==> src/rtl/ps2_kbd_pkg.sv <==
// ps2_kbd_pkg: scancodes, key indices and sequencer states shared by the keyboard block
package ps2_kbd_pkg;
    localparam logic [7:0] SC_ENTER    = 8'h5A;
    localparam logic [7:0] SC_LEFT     = 8'h6B;
    localparam logic [7:0] SC_RIGHT    = 8'h74;
    localparam logic [7:0] SC_EXT      = 8'hE0;
    localparam logic [7:0] SC_BREAK    = 8'hF0;
    localparam logic [7:0] SC_ACK      = 8'hFA;
    localparam logic [7:0] SC_BAT_OK   = 8'hAA;
    localparam logic [7:0] SC_BAT_FAIL = 8'hFC;
    localparam logic [7:0] CMD_RESET   = 8'hFF;
    localparam int KEY_ENTER = 2;
    localparam int KEY_LEFT  = 1;
    localparam int KEY_RIGHT = 0;
    typedef enum logic [3:0] {
        INIT_SEND,
        INIT_WAIT_SENT,
        INIT_WAIT_ACK,
        INIT_WAIT_BAT,
        FAIL,
        IDLE,
        EXT,
        BRK,
        EXT_BRK
    } state_t;
endpackage

==> src/rtl/ps2_kbd_sequencer_timer.sv <==
// ps2_wait_timer: saturating wait counter; tc holds once WAIT_CYCLES-1 is reached
module ps2_wait_timer #(
    parameter int WAIT_CYCLES = 50_000_000
) (
    input  logic CLOCK_50,
    input  logic clear,
    input  logic enable,
    output logic tc
);
    localparam int W = WAIT_CYCLES > 1 ? $clog2(WAIT_CYCLES) : 1;
    logic [W-1:0] cnt;
    assign tc = cnt == W'(WAIT_CYCLES - 1);
    always_ff @(posedge CLOCK_50) cnt <= clear ? '0 : enable && !tc ? cnt + 1'b1 : cnt;
endmodule

==> src/rtl/ps2_kbd_sequencer.sv <==
// ps2_kbd_sequencer: keyboard reset/ACK/BAT handshake with retries, then ENTER/LEFT/RIGHT decode
module ps2_kbd_sequencer
    import ps2_kbd_pkg::*;
#(
    parameter int WAIT_CYCLES = 50_000_000,
    parameter int MAX_RETRY   = 3
) (
    input  logic       CLOCK_50,
    input  logic       reset,
    input  logic [7:0] received_data,
    input  logic       received_data_en,
    input  logic       command_was_sent,
    input  logic       error_communication_timed_out,
    output logic [7:0] the_command,
    output logic       send_command,
    output logic       ready,
    output logic       init_error,
    output logic [2:0] held,
    output logic [2:0] press
);
    localparam int RW = $clog2(MAX_RETRY + 1);
    state_t state;
    logic [RW-1:0] retry;
    logic waiting, timer_clear, timed_out, retry_hit, last_try;
    assign the_command = CMD_RESET;
    assign waiting = state == INIT_WAIT_ACK || state == INIT_WAIT_BAT;
    assign timer_clear = reset || !waiting ||
                         (state == INIT_WAIT_ACK && received_data_en && received_data == SC_ACK);
    assign last_try = retry == RW'(MAX_RETRY - 1);
    // A byte arriving in the same cycle as a timeout or error always wins
    always_comb
        retry_hit = received_data_en ? state == INIT_WAIT_BAT && received_data == SC_BAT_FAIL
                  : state == INIT_WAIT_SENT ? error_communication_timed_out && !command_was_sent
                  : waiting && timed_out;
    ps2_wait_timer #(.WAIT_CYCLES(WAIT_CYCLES)) u_timer (
        .CLOCK_50(CLOCK_50),
        .clear(timer_clear),
        .enable(waiting),
        .tc(timed_out)
    );
    always_ff @(posedge CLOCK_50) begin
        if (reset) begin
            state        <= INIT_SEND;
            retry        <= '0;
            send_command <= 1'b0;
            ready        <= 1'b0;
            init_error   <= 1'b0;
            held         <= '0;
            press        <= '0;
        end else begin
            send_command <= 1'b0;
            press        <= '0;
            if (retry_hit) begin
                retry      <= retry + 1'b1;
                state      <= last_try ? FAIL : INIT_SEND;
                init_error <= last_try;
            end else begin
                case (state)
                    INIT_SEND: begin
                        send_command <= 1'b1;
                        state        <= INIT_WAIT_SENT;
                    end
                    INIT_WAIT_SENT: if (command_was_sent) state <= INIT_WAIT_ACK;
                    INIT_WAIT_ACK: if (received_data_en && received_data == SC_ACK) state <= INIT_WAIT_BAT;
                    INIT_WAIT_BAT: if (received_data_en && received_data == SC_BAT_OK) begin
                        state <= IDLE;
                        ready <= 1'b1;
                    end
                    IDLE: if (received_data_en) begin
                        state <= received_data == SC_EXT ? EXT : received_data == SC_BREAK ? BRK : IDLE;
                        if (received_data == SC_ENTER) begin
                            held[KEY_ENTER]  <= 1'b1;
                            press[KEY_ENTER] <= !held[KEY_ENTER];
                        end
                        if (received_data == SC_BAT_OK) held <= '0;
                    end
                    EXT: if (received_data_en) begin
                        state <= received_data == SC_BREAK ? EXT_BRK : IDLE;
                        if (received_data == SC_LEFT) begin
                            held[KEY_LEFT]  <= 1'b1;
                            press[KEY_LEFT] <= !held[KEY_LEFT];
                        end
                        if (received_data == SC_RIGHT) begin
                            held[KEY_RIGHT]  <= 1'b1;
                            press[KEY_RIGHT] <= !held[KEY_RIGHT];
                        end
                    end
                    BRK: if (received_data_en) begin
                        state <= IDLE;
                        if (received_data == SC_ENTER) held[KEY_ENTER] <= 1'b0;
                    end
                    EXT_BRK: if (received_data_en) begin
                        state <= IDLE;
                        if (received_data == SC_LEFT) held[KEY_LEFT] <= 1'b0;
                        if (received_data == SC_RIGHT) held[KEY_RIGHT] <= 1'b0;
                    end
                    default: ;
                endcase
            end
        end
    end
endmodule

==> config.mk <==
export PLATFORM = sky130hd
export DESIGN_NAME = ps2_kbd_sequencer
export DESIGN_NICKNAME = d
export VERILOG_FILES = /design/src/rtl/ps2_kbd_pkg.sv /design/src/rtl/ps2_kbd_sequencer_timer.sv /design/src/rtl/ps2_kbd_sequencer.sv
export SDC_FILE = /design/constraint.sdc
export NUM_CORES = 1
export LEC_CHECK = 0
export ABC_AREA = 1
export BUFFER_PORTS_ARGS = -buffer_cell sky130_fd_sc_hd__buf_2
export CAP_MARGIN = 10
export CORE_MARGIN = 4
export CORE_UTILIZATION = 45
export CTS_BUF_LIST = sky130_fd_sc_hd__clkbuf_8
export DETAILED_ROUTE_END_ITERATION = 16
export GPL_TIMING_DRIVEN = 0
export SYNTH_ARGS = -nofsm -noshare
export SYNTH_HDL_FRONTEND = slang
export SYNTH_SLANG_ARGS = --single-unit
==> constraint.sdc <==
create_clock -name CLOCK_50 -period 2.6 [get_ports CLOCK_50]
set_clock_uncertainty 0.1 [all_clocks]
set_input_delay 0.13 -clock CLOCK_50 [delete_from_list [all_inputs] [get_ports CLOCK_50]]
set_output_delay 0.13 -clock CLOCK_50 [all_outputs]
set_load 0.01 [all_outputs]
==> metrics.csv <==
metric;value;unit
final_cell_count_no_fill;557;
postSynthAreaPerCell;6.152;sq um
fin_hold_ws;0.05448;ns
end_kind;flip-flop;
critical-path-max-stage-delay;0.43;ns
place_ws;0.5864;ns
utilization;51.80;%
dpl.cell_count;549;
syn_to_final_growth;11.51;%
num_rows;28;
drt_iter0_markers;128;
p_leak;1.268;nW
cts_hold_buf;1;
drtPass1Iterations;6;
holdPathStages;3;
design_area;0.003067;sq mm
r2r-start;u_timer.cnt[0];
max_freq;494.4;MHz
required;2.68;ns
path_max_fanout;10;
ctsResizeCount;0;
fp.coreArea;0.005921;sq mm
grt_pass1_wl;11.34;mm
hold_start;received_data_en;
yosysWarningCount;0;
final_cell_mix;nand2_1, nor2_1, inv_1, dfxtp_1, nand3_1;
antenna_cells;0;
rsz0062_at_grt;false;
via_count;2662;
yosysTopAreaCell;dfxtp_1;
cpMostUsedCell;nand2_1;
yosys-top-cells-area;dfxtp_1, nand2_1, nor2_1, inv_1, nand3_1;
yosysTopAreaCellShare;29.85;%
synth_fa_ha_area_share;0.9099;%
period_needed;2.023;ns
yosys.area_share.simple;44.31;%
yosysSeqAreaShare;29.85;%
grt_usage;18.96;%
timing.setup.tns;0;ns
vias_per_cell;4.779;
arrival;2.10;ns
drive_gt1_share;16.18;%
ys_ff_latch;41;
synth.distinct_cells;31;
cts-htree-levels;2;
power_density;535.8;mW/mm^2
cts_root_buf;clkbuf_8;
drc;0;
report.final.slew_viol_count;0;
maxCapViolations;0;
crit_type;reg -> reg;
placed_area;0.002970;sq mm
post-cts-setup-buffers;0;
antenna_found_initial;0;
cp-start-kind;flip-flop;
die-area;0.007426;sq mm
place_hpwl;5.220;mm
overflow;0;
die_h;86.18;microns
reg2reg_depth;11;
status;complete, no violations;
postRouteAntennaNets;0;
hold_class;in -> reg;
syn-cell-area;0.002750;sq mm
cts_buffers;5;
wl_per_cell;11.56;microns
clkLatencyLatePin;0.30;ns
r2r_setup_slack;0.58;ns
port_buffers;20;
grt_max_degree;12;
fin_ws;0.5773;ns
grt_pass1_vias;2584;
synth_cells;447;
clockBufferDepth;2;
r2r_end;u_timer.cnt[25];
cts_tree;done;
path_cells;ha_1, nand3_1, inv_2, nand2_1, nor2_1, nand2_1, nand2_4, inv_2, buf_2, nand2_1, a21oi_1;
ir_drop;0.4478;mV
hold_path_end;press[2];
clkTransAtPathRegs;0.08;ns
synth_xor_area_share;3.185;%
nNetsFinal;497;
report.power.total;1.643;mW
io_pins;30;
fin_crit_sh;77.79;%
synthMuxAreaShare;0;%
setup-violations-final;0;
die_w;86.18;microns
synth_compound_area_share;8.144;%
start_util;46.45;%
cts_sinks;41;
gp_congestion;0.9107;
routed_wirelength;6.438;mm
finalHoldViolations;0;
layout_commonest_cell;nand2_1;
worst_path_max_delay_cell;dfxtp_1;
synth_top_family_by_area;simple AND/OR/NAND/NOR gates;
-- layout make-up --
| type | instances | area [sq um] |
|---|---|---|
| Inverter | 68 | 255.2 |
| Multi-Input combinational cell | 330 | 1585 |
| Timing Repair Buffer | 21 | 110.1 |
| Clock buffer | 6 | 82.58 |
| Fill cell | 630 | 2854 |
| Clock inverter | 1 | 3.754 |
| Sequential cell | 41 | 820.8 |
| Tap cell | 75 | 93.84 |
| Buffer | 15 | 115.1 |
-- worst max-delay path, delay by kind of cell (launching register included) --
kind / cells / cell delay, ns
compound gates: 1 / 0.06
buf+inv: 3 / 0.37
simple gates: 6 / 0.72
flops: 1 / 0.43
fa+ha+maj: 1 / 0.22
-- Yosys cell counts --
master and number:
a21oi_1 27, a31oi_1 2, and2_1 1, buf_2 2, buf_4 11, buf_6 2, clkinv_1 1, conb_1 1
dfxtp_1 41, ha_1 2, inv_1 55, inv_2 12, nand2_1 129, nand2_2 8, nand2_4 1, nand3_1 29
nand3_2 3, nand3b_1 1, nand4_1 7, nor2_1 58, nor2_2 5, nor2_4 5, nor2_8 1, nor3_1 14
nor3_4 2, nor4_1 2, o21ai_0 9, o21ai_1 5, o22ai_1 1, xnor2_1 4, xor2_1 6
-- how the worst max path moves through the flow --
stage          slack, ns  cells past startpoint              end      startpoint
3_3_place_gp        0.59                     11  u_timer.cnt[20]  u_timer.cnt[0]
6_report            0.58                     11  u_timer.cnt[25]  u_timer.cnt[0]
2_1_floorplan       0.91                     13         state[2]  u_timer.cnt[0]
5_1_grt             0.37                     13         state[2]  u_timer.cnt[0]
4_1_cts             0.57                     11  u_timer.cnt[25]  u_timer.cnt[0]
3_5_place_dp        0.59                     11  u_timer.cnt[19]  u_timer.cnt[0]
-- registers in the layout (all words and copies together) (netlist names) --
register / cells
state: 4
u_timer.cnt: 26
ready: 1
press: 3
retry: 2
held: 3
send_command: 1
init_error: 1
-- report_power, final --
group          leakage, nW  internal [mW]  switching, mW
Combinational        0.887          0.182          0.338
Sequential           0.332          0.664         0.0334
Clock               0.0485          0.207          0.218
Total                 1.27           1.05          0.590
-- routing by layer --
layer / track usage, % / wire length (microns)
met2: 35.53 / 3319
met3: 3.042 / 196
met4: 6.516 / 132
met5: 0 / 0
met1: 21.66 / 2791
-- cells by family after synthesis --
logic type      after synthesis
compound gates               44
xor+xnor                     10
other cells                   1
buf+inv                      83
simple gates                266
flops                        41
fa+ha+maj                     2
(Power assumes the default switching activity.)
